<file path="config.mk">
export PLATFORM = sky130hd
export DESIGN_NAME = kernel_conv_sequencer
export DESIGN_NICKNAME = d
export VERILOG_FILES = /design/src/rtl/kernel_conv_sequencer.sv
export SDC_FILE = /design/constraint.sdc
export NUM_CORES = 1
export LEC_CHECK = 0
export ABC_AREA = 1
export CAP_MARGIN = 40
export CORE_MARGIN = 2
export CORE_UTILIZATION = 45
export DETAILED_ROUTE_END_ITERATION = 12
export HOLD_SLACK_MARGIN = 0.1
export PLACE_DENSITY = 0.79
export SLEW_MARGIN = 5
export SYNTH_ARGS = -nofsm -noshare
export SYNTH_HDL_FRONTEND = slang
export SYNTH_SLANG_ARGS = --single-unit
</file>
<file path="constraint.sdc">
create_clock -name clk -period 3.6 [get_ports clk]
set_clock_uncertainty 0.1 [all_clocks]
set_input_delay 0.72 -clock clk [delete_from_list [all_inputs] [get_ports clk]]
set_output_delay 0.72 -clock clk [all_outputs]
set_load 0.02 [all_outputs]
</file>
<file path="src/rtl/kernel_conv_sequencer.sv">
// kernel_conv_sequencer
// Initiator side of the kernel accumulator handshake. Walks a SIZE x SIZE
// window in raster order (x fastest), fetches one coefficient/pixel pair per
// element from 1-cycle-latency read ports, hands it to the accumulator with a
// start/ready handshake, and captures the accumulator sum after the last
// element. CLEAR and WAIT_RDY are guarded by a timeout that raises err.
module kernel_conv_sequencer #(
    parameter logic [3:0] SIZE    = 4'd3,
    parameter int         TIMEOUT = 16
) (
    input  logic       clk,
    input  logic       n_rst,
    input  logic       go,
    input  logic       abort,
    output logic [3:0] rd_x,
    output logic [3:0] rd_y,
    input  logic [7:0] kernel_data,
    input  logic [7:0] pixel_data,
    output logic       acc_clear,
    output logic       acc_start,
    output logic [7:0] acc_kernel_v,
    output logic [7:0] acc_pixel_v,
    input  logic       acc_ready,
    input  logic       acc_clear_flag,
    input  logic [7:0] acc_sum,
    output logic       busy,
    output logic [7:0] result,
    output logic       result_valid,
    output logic       err
);

    localparam int            TW   = $clog2(TIMEOUT + 1);
    localparam logic [TW-1:0] TMAX = TW'(TIMEOUT - 1);
    localparam logic [3:0]    LAST = SIZE - 4'd1;

    typedef enum logic [2:0] {
        S_IDLE,
        S_CLEAR,
        S_FETCH,
        S_LOAD,
        S_FIRE,
        S_WAIT,
        S_DONE
    } state_t;

    state_t        r_state;
    logic [3:0]    r_x;
    logic [3:0]    r_y;
    logic [7:0]    r_kernel_v;
    logic [7:0]    r_pixel_v;
    logic [7:0]    r_result;
    logic          r_err;
    logic [TW-1:0] r_timer;

    logic          w_last;
    logic          w_timeout;

    // Last element of the window and expiry of the CLEAR/WAIT_RDY timer.
    assign w_last    = (r_x == LAST) && (r_y == LAST);
    assign w_timeout = (r_timer == TMAX);

    // Control outputs are plain decodes of the state register, so abort or
    // reset removes them in the very next cycle.
    assign busy         = (r_state != S_IDLE);
    assign acc_clear    = (r_state == S_CLEAR);
    assign acc_start    = (r_state == S_FIRE);
    assign result_valid = (r_state == S_DONE);
    assign err          = r_err;
    assign rd_x         = r_x;
    assign rd_y         = r_y;
    assign acc_kernel_v = r_kernel_v;
    assign acc_pixel_v  = r_pixel_v;
    assign result       = r_result;

    // Sequencer FSM: window index, operand registers, timer and result capture.
    always_ff @(posedge clk or negedge n_rst) begin
        if (!n_rst) begin
            r_state    <= S_IDLE;
            r_x        <= 4'd0;
            r_y        <= 4'd0;
            r_kernel_v <= 8'd0;
            r_pixel_v  <= 8'd0;
            r_result   <= 8'd0;
            r_err      <= 1'b0;
            r_timer    <= '0;
        end else begin
            r_err <= 1'b0;
            if (abort) begin
                r_state <= S_IDLE;
            end else begin
                case (r_state)
                    S_IDLE: begin
                        if (go) begin
                            r_state <= S_CLEAR;
                            r_x     <= 4'd0;
                            r_y     <= 4'd0;
                            r_timer <= '0;
                        end
                    end
                    // acc_clear is held until the accumulator reports its
                    // reset cycle, so an ignored clear is simply retried.
                    S_CLEAR: begin
                        if (acc_clear_flag) begin
                            r_state <= S_FETCH;
                        end else if (w_timeout) begin
                            r_state <= S_IDLE;
                            r_err   <= 1'b1;
                        end else begin
                            r_timer <= r_timer + 1'b1;
                        end
                    end
                    S_FETCH: begin
                        r_state <= S_LOAD;
                    end
                    // Read data for the address presented in FETCH arrives now.
                    S_LOAD: begin
                        r_kernel_v <= kernel_data;
                        r_pixel_v  <= pixel_data;
                        r_state    <= S_FIRE;
                    end
                    S_FIRE: begin
                        r_state <= S_WAIT;
                        r_timer <= '0;
                    end
                    // Operands stay untouched here: the accumulator samples
                    // them in the cycle after start.
                    S_WAIT: begin
                        if (acc_ready) begin
                            if (w_last) begin
                                // Capture on the way into DONE so result is
                                // already valid while result_valid is high.
                                r_result <= acc_sum;
                                r_state  <= S_DONE;
                            end else begin
                                if (r_x == LAST) begin
                                    r_x <= 4'd0;
                                    r_y <= r_y + 4'd1;
                                end else begin
                                    r_x <= r_x + 4'd1;
                                end
                                r_state <= S_FETCH;
                            end
                        end else if (w_timeout) begin
                            r_state <= S_IDLE;
                            r_err   <= 1'b1;
                        end else begin
                            r_timer <= r_timer + 1'b1;
                        end
                    end
                    S_DONE: begin
                        r_state <= S_IDLE;
                    end
                    default: begin
                        r_state <= S_IDLE;
                    end
                endcase
            end
        end
    end

endmodule
</file>
# Word-level counts from Yosys, hierarchy flattened
# Index checks and enable logic that the tools add are counted.
# Widths: inputs -> output; s select.
[totals]
output_inout_bits = 37
wordCells = 64
register_bits = 41
input_bits = 30
[op_classes]
n_reduce_logical = 10
n_eq_ne = 16
add_sub_neg = 3
n_bitwise = 1
n_mux = 26
[op_table]
columns = ["operator", "n"]
rows = [
  ["$mux 4", 7],
  ["$mux 5", 4],
  ["$pmux 5 s4", 1],
  ["$mux 3", 6],
  ["$pmux 3 s6", 1],
  ["$pmux 4 s2", 2],
  ["$ne 2x2->1 const B", 6],
  ["$reduce_and 5->1", 2],
  ["$eq 3x3->1 const B", 3],
  ["$add 4x1->4 const B", 2],
  ["$eq 4x2->1 const B", 2],
  ["$eq 3x2->1 const B", 2],
  ["$reduce_and 6->1", 1],
  ["$add 5x1->5 const B", 1],
  ["$eq 5x4->1 const B", 1],
  ["$mux 1", 4],
  ["$reduce_and 4->1", 1],
  ["$reduce_bool 4->1", 1],
  ["$eq 3x1->1 const B", 1],
  ["$logic_not 3->1", 1],
  ["$ne 3x3->1 const B", 1],
  ["$reduce_bool 3->1", 1],
  ["$pmux 1 s2", 1],
  ["$reduce_and 2->1", 1],
  ["3 further kinds", 3],
]

# Depth between registers and ports, before layout
[depth]
depth_word = 6
ltp_mapped = 11
mapped_depth_nobuf = 11

# Worst setup path before layout
# No wires, ideal clock.
[synth_path]
path_type = "reg2out"
startpoint = "register r_state[2]"
endpoint = "output result_valid"
path_buffers = 0
stages_incl_launch_ff = 3
path_slack_ns = 1.702
t_required_ns = 2.780
arrival_time_ns = 1.078
cell_sequence = "dfrtp_1 -> inv_2 -> nor3_1"
[synth_between]
elab_chain_cells = 1
[synth_lines]
columns = ["item", "line", "rtl"]
rows = [
  ["from (decl)", "46", "state_t r_state;"],
  ["from (signal assigned)", "78", "r_state <= S_IDLE;"],
  ["from (signal assigned)", "89", "r_state <= S_IDLE;"],
  ["from (signal assigned)", "94", "r_state <= S_CLEAR;"],
  ["$eq 3x3->1", "67", "assign result_valid = (r_state == S_DONE);"],
  ["to (decl)", "28", "output logic result_valid,"],
]
# Every way passes these cells.

# Worst setup path after layout
[layout_path]
startpoint = "register r_state[0]"
endpoint = "output acc_start"
[layout_between]
elab_chain_cells = 1
[layout_lines]
columns = ["item", "line", "rtl"]
rows = [
  ["$eq 3x3->1", "66", "assign acc_start = (r_state == S_FIRE);"],
  ["to (decl)", "20", "output logic acc_start,"],
]
# Every way passes these cells.

==> qor.yml <==
hp-class: "input port to async pin"
irDropWorstVdd_mv: 0.222
tritoncts: "yes"
p_sw_frac: 0.305
clk-insertion-delay-late_ns: 0.30
proportion_of_power_drawn_by_flip_flops_and_latches: 0.446
routedWlPerCell_um: 14.0
endpoint: "acc_start"
drt_first_iter_violations: 65
final_common_cell: "clkdlybuf4s50_1"
average_size_of_a_mapped_cell_sq_um: 10.2
layout.nets: 321
placement_rows: 25
cts_setup_buffers: 0
worstMarginPinSlew_ns: 0.445
drt_pre_antenna_iters: 5
setup_viol: 0
crit_path_start_kind: "register"
hpwl_um: 3500
route.detailed.drc: 0
grt_pass1_wl_um: 7360
regToRegEndpoint: "r_timer[2]"
register_to_register_path_depth: 11
net-switching-power_w: 0.000389
slew-limit-headroom: 0.703
timing.critical_path.to_type: "output pin"
comb_power_share: 0.303
core_area_sq_mm: 0.00469
cts.reportedPaths.clkPinSlew_ns: 0.08
ys.warnings.count: 0
required_ns: 2.78
worst-path-max-fanout: 8
clock_power_share: 0.252
worst_case_register_to_register_setup_slack_ns: 1.59
ctsLongestPathBuffers: 2
startpoint: "r_state[0]"
postSynthRegisterBits: 41
placed_cells: 331
timing.setup.critical_path_class: "register to output pin"
fin_hold_viols: 0
initial_utilization: 0.466
post_syn_nets: 251
antenna_left: 0
clock_tree.root_cell: "clkbuf_8"
route.final.wire_length_um: 4740
gpl.final_weighted_congestion: 0.897
syn_area_sq_mm: 0.00219
via_count: 1713
final_cell_count_no_fill: 339
design.portCount: 67
syn_inst: 214
synth.distinct_cells: 35
finalCriticalPeriod_ns: 2.65
setup_total_negative_slack_ns: 0
route.detailed.vias_per_inst: 5.05
cts_resized: 0
power.static_leakage_nw: 1.39
grt_start_max_net_pins: 31
maxCapViolations: 0
antenna-diode-count: 0
maxClockFrequency_ghz: 0.378
final_layout_size_suffix_gt1_frac: 0.211
number_of_buffers_inserted_for_hold_repair_after_clock_tree_synthesis: 0
grt_overflow: 0
die_width_um: 73.7
cts-htree-levels: 2
crit_arrival_ns: 1.83
slew_viol_final: 0
mostFrequentLayoutCells: "65 x clkdlybuf4s50_1, 41 x dfrtp_1, 38 x nand2_1, 23 x inv_1, 14 x nor2_1"
cellInternalPower_w: 0.000885
grt_pass1_vias: 1588
r2r_start: "r_timer[0]"
cts.sink_count: 41
fp.dieH_um: 73.7
number_of_antenna_violations_at_the_first_check_in_global_routing: 0
powerDensity_mw_per_mm2: 426
sequential_area_share_after_synthesis: 0.469
post-route-period-util: 0.736
run_status: "complete, no violations"
fp.dieArea_sq_mm: 0.00543
place.port_buffers: 66
rsz0062_at_grt: "false"
global_route.usage.total: 0.179
area.growth.synth_to_final_pct: 36.7
cts_buffers: 5
==> cell type report <==
cell class	instances	area, sq um
clock buffer	6	82.6
clock inverter	2	13.8
fill	394	1700
tap	54	67.6
sequential	41	1030
timing repair buffer	67	676
inverter	28	113
multi-input combinational	141	1010
==> metal layers <==
layer / vias up / track usage / wire length (um)
met5: - / 0 / 0
met4: 0 / 0.0646 / 70
met3: 7 / 0.0494 / 266
met2: 64 / 0.306 / 2420
met1: 800 / 0.216 / 1990
li1: 842 / - / -
==> synth_stat cells <==
master | count | area, sq um
o22ai_1 | 1 | 6.26
buf_4 | 2 | 15.0
nand3b_1 | 1 | 7.51
a21oi_1 | 3 | 15.0
nand3_1 | 9 | 45.0
nand4_1 | 5 | 31.3
a21oi_2 | 1 | 8.76
inv_2 | 3 | 11.3
or2_0 | 1 | 6.26
mux2_2 | 6 | 67.6
ha_1 | 7 | 87.6
mux2_4 | 10 | 150
buf_6 | 2 | 22.5
xor2_1 | 2 | 17.5
nand4_2 | 1 | 12.5
inv_6 | 1 | 8.76
inv_4 | 1 | 6.26
nand3_4 | 2 | 35.0
nor3b_4 | 1 | 18.8
inv_1 | 23 | 86.3
nor2_2 | 3 | 18.8
dfrtp_1 | 41 | 1030
nand2_2 | 5 | 31.3
a31oi_1 | 1 | 6.26
nand2_1 | 38 | 143
nor2_1 | 14 | 52.6
nor2_4 | 1 | 11.3
nand4_4 | 2 | 42.5
o21ai_1 | 7 | 35.0
nand3_2 | 4 | 40.0
o21ai_0 | 3 | 15.0
xnor2_1 | 1 | 8.76
o21ai_2 | 8 | 70.1
nand2_4 | 1 | 11.3
nor3_1 | 3 | 15.0
==> critical path, stage by stage, from the launching register on <==
cell	delay, ns
dfrtp_1	0.54
nor2_2	0.21
nand2_1	0.12
inv_1	0.07
clkdlybuf4s50_1	0.59
==> registers in the layout, indices dropped and copies added, names as in the netlist <==
name          flops
result            8
r_timer           5
acc_pixel_v       8
rd_x              4
r_state           3
rd_y              4
err               1
acc_kernel_v      8
==> power groups by stage <==
stage / Clock [W] / Combinational, W / Sequential, W
4_1_cts: 0.000331 / 0.000390 / 0.000568
3_3_place_gp: 0 / 0.000377 / 0.000573
6_report: 0.000321 / 0.000386 / 0.000568
5_1_grt: 0.000349 / 0.000410 / 0.000577
3_5_place_dp: 0 / 0.000387 / 0.000576
2_1_floorplan: 0 / 0.000139 / 0.000634
==> cell families after synthesis <==
| family | count (synthesis) | share of synthesized area |
|---|---|---|
| buf+inv | 32 | 0.0687 |
| fa+ha+maj | 7 | 0.0401 |
| compound gates | 24 | 0.0716 |
| xor+xnor | 3 | 0.0120 |
| mux | 16 | 0.0996 |
| flops | 41 | 0.469 |
| simple gates | 91 | 0.239 |
==> worst min path at each step <==
| stage | depth (start not counted) | slack, ns | start | to |
|---|---|---|---|---|
| 6_report | 1 | 0.19 | n_rst | acc_kernel_v[2] |
| 5_1_grt | 1 | 0.19 | n_rst | acc_kernel_v[2] |
| 4_1_cts | 1 | 0.19 | n_rst | acc_kernel_v[2] |
| 3_5_place_dp | 2 | 0.37 | result[2] | result[2] |
| 3_3_place_gp | 2 | 0.36 | result[2] | result[2] |
| 2_1_floorplan | 0 | 0.32 | n_rst | acc_kernel_v[0] |
==> metrics by stage <==
step	cell area [sq um]	hold slack (ns)	util	power [W]	setup slack, ns
floorplan	2190	0.324	-	0.000773	1.70
global placement	2870	0.365	0.612	0.000950	1.27
detailed placement	2890	0.366	0.616	0.000962	1.23
CTS	2990	0.189	0.637	0.00129	0.945
global route	2990	0.191	0.637	0.00134	0.856
finish	2990	0.188	0.637	0.00127	0.951
Note: power is estimated with default switching activity, not from simulation.
